### config.mk
export PLATFORM = sky130hd
export DESIGN_NAME = pcap_replay_fifo_wr_arb
export DESIGN_NICKNAME = d
export VERILOG_FILES = /design/src/rtl/pcap_replay_fifo_wr_arb_pkg.sv /design/src/rtl/pcap_replay_fifo_wr_arb_rr_select.sv /design/src/rtl/pcap_replay_fifo_wr_arb.sv
export SDC_FILE = /design/constraint.sdc
export NUM_CORES = 1
export LEC_CHECK = 0
export ABC_AREA = 1
export CAP_MARGIN = 20
export CORE_AREA = 2 2 309 311
export CTS_BUF_LIST = sky130_fd_sc_hd__clkbuf_4 sky130_fd_sc_hd__clkbuf_8
export DETAILED_ROUTE_END_ITERATION = 8
export DIE_AREA = 0 0 311 313
export HOLD_SLACK_MARGIN = 0.08
export PLACE_DENSITY = 0.39
export SLEW_MARGIN = 30
export SYNTH_ARGS = -nofsm -noshare
export SYNTH_HDL_FRONTEND = slang
export SYNTH_SLANG_ARGS = --single-unit
### constraint.sdc
create_clock -name clk -period 2.44 [get_ports clk]
set_clock_uncertainty 0.1 [all_clocks]
set_input_delay 0.61 -clock clk [delete_from_list [all_inputs] [get_ports clk]]
set_output_delay 0.61 -clock clk [all_outputs]
set_load 0.01 [all_outputs]
### src/rtl/pcap_replay_fifo_wr_arb_pkg.sv
`default_nettype none
// ============================================================================
// Module      : pcap_replay_fifo_wr_arb_pkg
// Description : Shared definitions for the pcap replay FIFO write arbiter:
//               FSM state encoding and an index-width helper used to size
//               the round-robin pointer and the grant register.
// Config      : PCAP_REPLAY_FIFO_WR_ARB_PAD_EN (ST_PAD is only reachable
//               when defined)
// Revision    : 1.0 - initial release
// ============================================================================
package pcap_replay_fifo_wr_arb_pkg;

    typedef enum logic [1:0] {
        ST_IDLE   = 2'd0,
        ST_STREAM = 2'd1,
        ST_PAD    = 2'd2
    } state_t;

    // Width of an index that can address 'value' entries (minimum 1 bit).
    function automatic int log2_ceil(input int value);
        int width;
        width = 1;
        for (int i = 1; i < 31; i++) begin
            if ((1 << i) < value) begin
                width = i + 1;
            end
        end
        return width;
    endfunction

endpackage : pcap_replay_fifo_wr_arb_pkg
`default_nettype wire

### src/rtl/pcap_replay_fifo_wr_arb_rr_select.sv
`default_nettype none
// ============================================================================
// Module      : pcap_replay_fifo_wr_arb_rr_select
// Description : Combinational round-robin pick. Returns the first requesting
//               queue at or after ptr, wrapping modulo NUM_QUEUES.
// Ports       : req  - per-queue request vector
//               ptr  - round-robin start position
//               any  - at least one request present
//               idx  - selected queue (0 when any=0)
// Config      : PCAP_REPLAY_FIFO_WR_ARB_PAD_EN has no effect on this module
// Revision    : 1.0 - initial release
// ============================================================================
module pcap_replay_fifo_wr_arb_rr_select
    import pcap_replay_fifo_wr_arb_pkg::*;
#(
    parameter int NUM_QUEUES = 4,
    parameter int IDX_W      = log2_ceil(NUM_QUEUES)
) (
    input  logic [NUM_QUEUES-1:0] req,
    input  logic [IDX_W-1:0]      ptr,
    output logic                  any,
    output logic [IDX_W-1:0]      idx
);

    logic [IDX_W-1:0] w_cand;

    // Scan from the farthest offset down to offset 0 so the candidate
    // closest to ptr is the last one written and therefore wins.
    always_comb begin
        any    = 1'b0;
        idx    = '0;
        w_cand = '0;
        for (int k = NUM_QUEUES - 1; k >= 0; k--) begin
            w_cand = IDX_W'((int'(ptr) + k) % NUM_QUEUES);
            if (req[w_cand]) begin
                any = 1'b1;
                idx = w_cand;
            end
        end
    end

endmodule : pcap_replay_fifo_wr_arb_rr_select
`default_nettype wire

### src/rtl/pcap_replay_fifo_wr_arb.sv
`default_nettype none
// ============================================================================
// Module      : pcap_replay_fifo_wr_arb
// Description : Packet-granular round-robin arbiter sharing the write port of
//               the 144-to-288 async FIFO among NUM_QUEUES replay queues.
//               Packets are never interleaved; odd-length packets get one
//               all-zero pad beat so each 288-bit read word holds a single
//               packet. New packets are only admitted while prog_full is low.
// Ports       : clk, rst          - write clock, sync active-high reset
//               in_valid/in_last  - per-queue beat valid / end of packet
//               in_data           - per-queue beats, queue i at [i*DW +: DW]
//               in_ready          - per-queue beat accept
//               fifo_wr_en/din    - FIFO write port (zero latency)
//               fifo_full         - throttles every write
//               fifo_prog_full    - blocks new grants (sampled in IDLE)
//               pkt_count         - completed packets (wraps)
//               pad_count         - inserted pad beats (wraps)
// Config      : PCAP_REPLAY_FIFO_WR_ARB_PAD_EN - defined: odd-length padding
//               enabled; undefined: no PAD state, pad_count tied to 0
// Revision    : 1.0 - initial release
// ============================================================================
module pcap_replay_fifo_wr_arb
    import pcap_replay_fifo_wr_arb_pkg::*;
#(
    parameter int NUM_QUEUES = 4,
    parameter int DATA_WIDTH = 144,
    parameter int CNT_WIDTH  = 32
) (
    input  logic                             clk,
    input  logic                             rst,
    input  logic [NUM_QUEUES-1:0]            in_valid,
    input  logic [NUM_QUEUES-1:0]            in_last,
    input  logic [NUM_QUEUES*DATA_WIDTH-1:0] in_data,
    output logic [NUM_QUEUES-1:0]            in_ready,
    output logic                             fifo_wr_en,
    output logic [DATA_WIDTH-1:0]            fifo_din,
    input  logic                             fifo_full,
    input  logic                             fifo_prog_full,
    output logic [CNT_WIDTH-1:0]             pkt_count,
    output logic [CNT_WIDTH-1:0]             pad_count
);

    localparam int                c_IDX_W  = log2_ceil(NUM_QUEUES);
    localparam logic [c_IDX_W-1:0] c_LAST_Q = c_IDX_W'(NUM_QUEUES - 1);

    state_t               r_state;
    state_t               w_state_nxt;
    logic [c_IDX_W-1:0]   r_ptr;
    logic [c_IDX_W-1:0]   r_grant;
    logic [c_IDX_W-1:0]   w_grant_inc;
    logic [CNT_WIDTH-1:0] r_pkt_count;

    logic                 w_any;
    logic [c_IDX_W-1:0]   w_sel_idx;
    logic                 w_sel_valid;
    logic                 w_sel_last;
    logic [DATA_WIDTH-1:0] w_sel_data;
    logic [DATA_WIDTH-1:0] w_q_data [NUM_QUEUES];

    logic                 w_beat;
    logic                 w_grant_load;
    logic                 w_ptr_load;
    logic                 w_pkt_done;

`ifdef PCAP_REPLAY_FIFO_WR_ARB_PAD_EN
    logic                 r_parity;     // 1 after an odd number of beats
    logic                 w_pad_beat;
    logic [CNT_WIDTH-1:0] r_pad_count;
`endif

    // ------------------------------------------------------------------
    // Per-queue data unpack and granted-queue mux
    // ------------------------------------------------------------------
    generate
        for (genvar i = 0; i < NUM_QUEUES; i++) begin : g_unpack
            assign w_q_data[i] = in_data[i*DATA_WIDTH +: DATA_WIDTH];
        end
    endgenerate

    assign w_sel_valid = in_valid[r_grant];
    assign w_sel_last  = in_last[r_grant];
    assign w_sel_data  = w_q_data[r_grant];
    assign w_grant_inc = (r_grant == c_LAST_Q) ? '0 : r_grant + 1'b1;

    // A beat moves only in STREAM, only from the granted queue, only with room.
    assign w_beat = (r_state == ST_STREAM) && w_sel_valid && !fifo_full;

    pcap_replay_fifo_wr_arb_rr_select #(
        .NUM_QUEUES (NUM_QUEUES),
        .IDX_W      (c_IDX_W)
    ) u_rr_select (
        .req (in_valid),
        .ptr (r_ptr),
        .any (w_any),
        .idx (w_sel_idx)
    );

    // ------------------------------------------------------------------
    // FSM state register
    // ------------------------------------------------------------------
    always_ff @(posedge clk) begin
        if (rst) begin
            r_state <= ST_IDLE;
        end else begin
            r_state <= w_state_nxt;
        end
    end

    // ------------------------------------------------------------------
    // FSM next state and outputs
    // ------------------------------------------------------------------
    always_comb begin
        w_state_nxt  = r_state;
        in_ready     = '0;
        fifo_wr_en   = 1'b0;
        fifo_din     = '0;
        w_grant_load = 1'b0;
        w_ptr_load   = 1'b0;
        w_pkt_done   = 1'b0;
`ifdef PCAP_REPLAY_FIFO_WR_ARB_PAD_EN
        w_pad_beat   = 1'b0;
`endif
        case (r_state)
            ST_IDLE: begin
                if (!fifo_prog_full && w_any) begin
                    w_grant_load = 1'b1;
                    w_state_nxt  = ST_STREAM;
                end
            end
            ST_STREAM: begin
                in_ready[r_grant] = !fifo_full;
                if (w_beat) begin
                    fifo_wr_en = 1'b1;
                    fifo_din   = w_sel_data;
                    if (w_sel_last) begin
                        w_ptr_load = 1'b1;
`ifdef PCAP_REPLAY_FIFO_WR_ARB_PAD_EN
                        // Parity still reflects the beats before this one:
                        // an even count so far means this packet is odd.
                        if (!r_parity) begin
                            w_state_nxt = ST_PAD;
                        end else begin
                            w_pkt_done  = 1'b1;
                            w_state_nxt = ST_IDLE;
                        end
`else
                        w_pkt_done  = 1'b1;
                        w_state_nxt = ST_IDLE;
`endif
                    end
                end
            end
`ifdef PCAP_REPLAY_FIFO_WR_ARB_PAD_EN
            ST_PAD: begin
                if (!fifo_full) begin
                    fifo_wr_en  = 1'b1;
                    w_pad_beat  = 1'b1;
                    w_pkt_done  = 1'b1;
                    w_state_nxt = ST_IDLE;
                end
            end
`endif
            default: begin
                w_state_nxt = ST_IDLE;
            end
        endcase
    end

    // ------------------------------------------------------------------
    // Grant, round-robin pointer and packet counter
    // ------------------------------------------------------------------
    always_ff @(posedge clk) begin
        if (rst) begin
            r_ptr       <= '0;
            r_grant     <= '0;
            r_pkt_count <= '0;
        end else begin
            if (w_grant_load) begin
                r_grant <= w_sel_idx;
            end
            if (w_ptr_load) begin
                r_ptr <= w_grant_inc;
            end
            if (w_pkt_done) begin
                r_pkt_count <= r_pkt_count + CNT_WIDTH'(1);
            end
        end
    end

    assign pkt_count = r_pkt_count;

`ifdef PCAP_REPLAY_FIFO_WR_ARB_PAD_EN
    always_ff @(posedge clk) begin
        if (rst) begin
            r_parity    <= 1'b0;
            r_pad_count <= '0;
        end else begin
            if (w_grant_load) begin
                r_parity <= 1'b0;
            end else if (w_beat) begin
                r_parity <= ~r_parity;
            end
            if (w_pad_beat) begin
                r_pad_count <= r_pad_count + CNT_WIDTH'(1);
            end
        end
    end

    assign pad_count = r_pad_count;
`else
    assign pad_count = '0;
`endif

endmodule : pcap_replay_fifo_wr_arb
`default_nettype wire

# ---- Word level (Yosys, flattened, before mapping)
# Cells that the tools add are included.
dict set report word_totals {
  reg_bits 38
  out_inout_bits 213
}
dict set report classes {
  n_addsub 5
  order_cmp 7
  eq_ne 5
  n_mux 40
  bitwise_logic 2
  n_reduce_logical 8
}
# operator n
set op_table {}
lappend op_table {{144-bit two-way mux} 4}
lappend op_table {{144-bit binary-select mux with 2-bit select} 1}
lappend op_table {{32-bit by 1-bit adder with 32-bit output, second input constant} 1}
lappend op_table {{1-bit two-way mux} 18}
lappend op_table {{2-bit two-way mux} 8}
lappend op_table {{2-bit by 3-bit < comparator with 1-bit output, second input constant} 5}
lappend op_table {{1-bit binary-select mux with 2-bit select} 6}
lappend op_table {{2-bit != test, second input constant} 3}
lappend op_table {{2-bit by 1-bit adder with 2-bit output, second input constant} 2}
lappend op_table {{2-bit adder, second input constant} 2}
lappend op_table {{4-bit AND} 1}
lappend op_table {{1-bit logical AND} 4}
lappend op_table {{4-bit two-way mux} 1}
lappend op_table {{2-bit one-hot mux with 2 select lines} 1}
lappend op_table {{3-bit greater-or-equal comparator, second input constant} 1}
lappend op_table {{2-bit inverter with 3-bit output} 1}
lappend op_table {{3-bit AND reduction} 1}
lappend op_table {{1-bit demux with 2-bit select} 1}
lappend op_table {{2-bit by 1-bit equality test with 1-bit output, second input constant} 1}
lappend op_table {{2-bit equality test, second input constant} 1}
lappend op_table {{2-bit by 1-bit greater-or-equal comparator with 1-bit output, second input constant} 1}
lappend op_table {{1-bit zero test} 2}
lappend op_table {{2-bit zero test} 1}

# ---- Depth between registers and ports, before layout
dict set report logic_depth {
  depth_word 10
  mapped_depth 12
  depth_no_buf 10
}

# ---- By module
# From an unflattened synthesis, not the netlist that was laid out.
dict set report hier_totals {
  hier_cells 1555
  hier_area_um2 7413.4
}
# mod instances cells_per_inst area_per_inst_um2 seq_area_each_um2
set modules_own_cells {}
lappend modules_own_cells {pcap_replay_fifo_wr_arb 1 1509 7200.7 740.7}
lappend modules_own_cells {pcap_replay_fifo_wr_arb_rr_select 1 46 212.7 0.0}

# ---- Least setup slack after synthesis
# Ideal clock, no wire load.
dict set report synth_timing {
  path_kind {input port to output port}
  from {input in_valid[1]}
  to {output fifo_din[100]}
  arrival_time_ns 1.558
  required_ns 1.730
  slack_ns 0.172
  stages 9
  path_buffers 3
  cell_sequence {inv_1 > nand2_1 > nand3_1 > o21ai_1 > nand2_2 > buf_6 > buf_6 > buf_2 > a21oi_1}
}
dict set report synth_between {
  elab_chain_len 6
}
# item line_no
set synth_rtl {}
lappend synth_rtl {{start, declared} pcap_replay_fifo_wr_arb.sv:31} ;# input logic [NUM_QUEUES-1:0] in_valid,
lappend synth_rtl {{1-bit binary-select mux with 2-bit select} pcap_replay_fifo_wr_arb.sv:80} ;# assign w_sel_valid = in_valid[r_grant];
lappend synth_rtl {{1-bit two-way mux (implied by the code)} pcap_replay_fifo_wr_arb.sv:80}
lappend synth_rtl {{1-bit logical AND (2 in a row)} pcap_replay_fifo_wr_arb.sv:86} ;# assign w_beat = (r_state == ST_STREAM) && w_sel_valid && !fifo_full;
lappend synth_rtl {{144-bit two-way mux} pcap_replay_fifo_wr_arb.sv:132} ;# if (w_beat) begin
lappend synth_rtl {{144-bit two-way mux} pcap_replay_fifo_wr_arb.sv:123} ;# case (r_state)
lappend synth_rtl {{end, declared} pcap_replay_fifo_wr_arb.sv:36} ;# output logic [DATA_WIDTH-1:0] fifo_din,
# No other way between the ends. The select of a mux whose other input is x is not followed.

# ---- Worst setup path after layout
dict set report layout_timing {
  from {register r_grant[0]}
  to {output fifo_din[8]}
}
dict set report layout_between {
  elab_chain_len 6
}
# item line_no
set layout_rtl {}
lappend layout_rtl {{start, declared} pcap_replay_fifo_wr_arb.sv:49} ;# logic [c_IDX_W-1:0] r_grant;
lappend layout_rtl {{start signal, assigned} pcap_replay_fifo_wr_arb.sv:179} ;# r_grant <= w_sel_idx;
lappend layout_rtl {{2-bit inverter with 3-bit output (implied by the code) / 1-bit binary-select mux with 2-bit select (equally long branches)} {pcap_replay_fifo_wr_arb.sv:82, pcap_replay_fifo_wr_arb.sv:80}}
lappend layout_rtl {{144-bit binary-select mux with 2-bit select / 1-bit two-way mux (equally long branches)} {pcap_replay_fifo_wr_arb.sv:82, pcap_replay_fifo_wr_arb.sv:80}}
lappend layout_rtl {{144-bit two-way mux (implied by the code) / 1-bit logical AND (equally long branches) (2 in a row)} {pcap_replay_fifo_wr_arb.sv:82, pcap_replay_fifo_wr_arb.sv:86}}
lappend layout_rtl {{144-bit two-way mux (*)} pcap_replay_fifo_wr_arb.sv:132}
lappend layout_rtl {{144-bit two-way mux (*)} pcap_replay_fifo_wr_arb.sv:123}
# Mark *: on every way between the ends. The rest lies on a longest branch, timed or not. The select of a mux whose other input is x is not followed.

==> results.tsv <==
stage	metric	value	unit
timing	Tightest Pin Transition	558	ps
timing	Relative slew margins	0.624	
detailed_routing	Residual DRC	0	
clock_network	Num CTS Buffers	5	
status	failing checks	setup timing	
global_route	global route overflow	0	
synth	EDFF count, synth	0	
synth	Synth Flop Type	dfxtp_1	
floorplan	Std-Cell Rows	113	
min_path	Hold Crit Class	flop to flop	
synth	synth unique cells	22	
clock_network	clock transition at the registers of the reported paths	80	ps
synth	asr flop ratio synth	0	
timing	Fin Hold WS	416	ps
floorplan	top-level I/O count	801	
pwr	Net Sw Power	2.16	mW
critical_path	largest fanout on the critical path	11	
synth	top cells by area, synth	nor2_1 32%, o21ai_0 18%, a21oi_1 12%, dfxtp_1 9.7%, nand2_1 9.4%	
layout	fin cells	3749	
synth	post-synthesis cell count	1608	
synth	Synth area leader	nor2_1	
pwr	Internal	2.86	mW
global_route	initial antenna violation count	30	
clock_network	Max clock buf depth	2	
floorplan	Die Width	311	um
pwr	combinational share of power	0.786	
layout	nets@finish	3060	
detailed_routing	Routed WL	80700	um
pwr	Net Sw Frac	0.430	
critical_path	nature of the critical path endpoint	primary output	
floorplan	Die Y-Extent	313	um
critical_path	Startpoint Class	flop	
clock_network	Clk Tree Root Cell	clkbuf_8	
clock_network	Sink Count	37	
detailed_routing	vias per std cell	3.75	
synth	Synth warnings	0	
flow_run	Max-cap violations	0	
global_route	number of global-route vias before repair	13600	
placement	cell count after placement	3628	
placement	DP HPWL	60200	um
clock_network	CTS tree	done	
timing	RSZ-0062 raised after global routing	yes	
timing	Setup violations, final	153	
clock_network	H-tree levels	2	
global_route	GRT Util Overall	0.151	
status	status	complete, but fails checks	
clock_network	Clock Latency Late Sink	300	ps
detailed_routing	Pre-Repair DR Iteration Count	5	
synth	synth cell count leaders	650 x nor2_1, 272 x o21ai_0, 192 x nand2_1, 178 x a21oi_1, 60 x clkbuf_1	
synth	cell with the most instances after synthesis	nor2_1	
layout	area grow syn2layout	157	%
floorplan	core area	94200	sq um
pwr	clock network power share	0.089	
synth	top cell type's share of synthesized area	0.319	
floorplan	Starting Density	0.0811	
timing	Tcrit/Tclk final	1.19	
global_route	largest net degree at the start of global routing	60	
critical_path	Worst Path Arrival	2190	ps
timing	Hold Violations, Final	0	
pwr	maximum VDD drop	135	uV
timing	max-slew violations	0	
pwr	Lkg Pwr	7.58	nW
pwr	Power Density	256	nW/um^2
timing	final setup margin	-460	ps
clock_network	cts hold-fix bufs	0	
timing	fmax	0.345	GHz
synth	sequential share of the synthesized area	0.0969	
detailed_routing	via count	14000	
synth	#FFs+latches synth	37	
detailed_routing	Initial DRC Count	1144	
timing	min Tclk post-route	2900	ps
placement	gpl congestion	0.966	
critical_path	reg2reg setup slack	10	ps
detailed_routing	Routed Antenna Nets	0	
synth	synthesized cell area	7640	sq um
pwr	Seq pwr share	0.125	
critical_path	Critical Path RT	1730	ps
detailed_routing	drt wl/cell	21.5	um
placement	PortBufs	768	
critical_path	critical path class	flop to primary output	
global_route	first-pass GRT wire length	106000	um
floorplan	Die ar.	97300	sq um
synth	syn_area_per_cell	4.75	sq um
layout	layout cell share with drive strength beyond 1	0.233	
## state kept, by name, summed over array words and instances, names as in the netlist
signal and flops:
pkt_count 32, r_grant 2, r_ptr 2, r_state 1
## logic make-up after synthesis
logic type,count (synthesis),share of synthesized area
flip-flops,37,0.0969
adder cells (fa/ha/maj),5,0.00819
AND/OR/NAND/NOR,877,0.439
AO/OA/AOI/OAI,477,0.312
XOR/XNOR,11,0.0126
other,1,0.000491
buffers and inverters,200,0.130
## metal layers
| layer | vias to the layer above | routed length (um) | GRT usage |
|---|---|---|---|
| li1 | 6886 | - | - |
| met5 | - | 109 | 0 |
| met2 | 644 | 38000 | 0.256 |
| met1 | 6404 | 35100 | 0.193 |
| met4 | 16 | 1820 | 0.0352 |
| met3 | 92 | 5650 | 0.0357 |
## placed cells by master (no fill, tap or decap), types with 2 or more instances in the layout
cell type	netlist	routed
clkdlybuf4s50_1	0	614
nor2_1	650	589
nand2_1	192	190
o21ai_0	272	167
buf_2	47	116
o21ai_1	27	99
a21oi_2	0	94
buf_4	36	84
a21oi_1	178	79
nor2_2	0	47
buf_12	0	42
inv_1	41	39
buf_6	6	38
dfxtp_1	37	35
o21ai_2	0	32
conb_1	1	32
nand3_1	28	27
clkdlybuf4s15_2	0	26
buf_16	0	21
nor2_4	3	17
diode_2	0	16
buf_8	0	12
clkbuf_16	0	11
xor2_1	7	7
a21oi_4	0	5
ha_1	5	5
clkbuf_8	0	5
dlygate4sd2_1	0	5
nand2_2	3	4
xnor2_1	4	4
bufbuf_16	0	4
inv_6	0	2
inv_2	2	2
clkinv_2	0	2
clkbuf_2	0	2
dfxtp_4	0	2
## path summary, 6_finish.rpt
check              from            end  cells after the start
max reg2reg  r_grant[0]  pkt_count[10]                     16
min          r_state[0]     r_state[0]                      2
min reg2reg  r_state[0]     r_state[0]                      2
max          r_grant[0]    fifo_din[8]                     10
## power by group through the flow
stage	sequential [mW]	combinational, mW	clock, mW
final	0.627	3.95	0.446
after global routing	0.630	4.24	0.492
after CTS	0.627	3.59	0.475
after detailed placement	0.645	3.14	0
after global placement	0.645	3.18	0
after floorplan	0.633	1.18	0
## final cells by class
cell class / count / area (sq um)
fillers: 10900 / 74500
diodes: 16 / 40.0
clock inverters: 2 / 10.0
repair buffers: 976 / 10100
inverters: 44 / 188
clock buffers: 6 / 76.3
flip-flops and latches: 37 / 748
well taps: 1265 / 1580
multi-input cells: 1403 / 6820
## critical path, cell delays in order, from the launching register on
cell and delay (ps):
dfxtp_4 420, buf_4 150, buf_12 150, buf_12 120
buf_16 130, buf_4 130, nor2_1 50, nor2_1 80
o21ai_0 140, a21oi_1 190, dlygate4sd2_1 300
## timing repair
item / CTS / global route
buffers inserted: 45 / 26
setup endpoints to repair: 178 / 183
pin swaps: 6 / 53
resized for setup: 642 / 357
cloned: 19 / 13
## metrics by stage
step           utilization  setup TNS, ps  instance area [sq um]  total power [mW]  setup slack (ps)
2_1_floorplan            -              0                   7760              1.82               172
3_3_place_gp         0.185        -150330                  17400              3.83             -1120
3_5_place_dp         0.185        -147440                  17400              3.78             -1090
4_1_cts              0.197         -54110                  18600              4.69              -640
5_1_grt              0.208         -61700                  19600              5.36              -529
6_report             0.208         -42700                  19600              5.02              -460
Power figures use the tool's default switching activity.
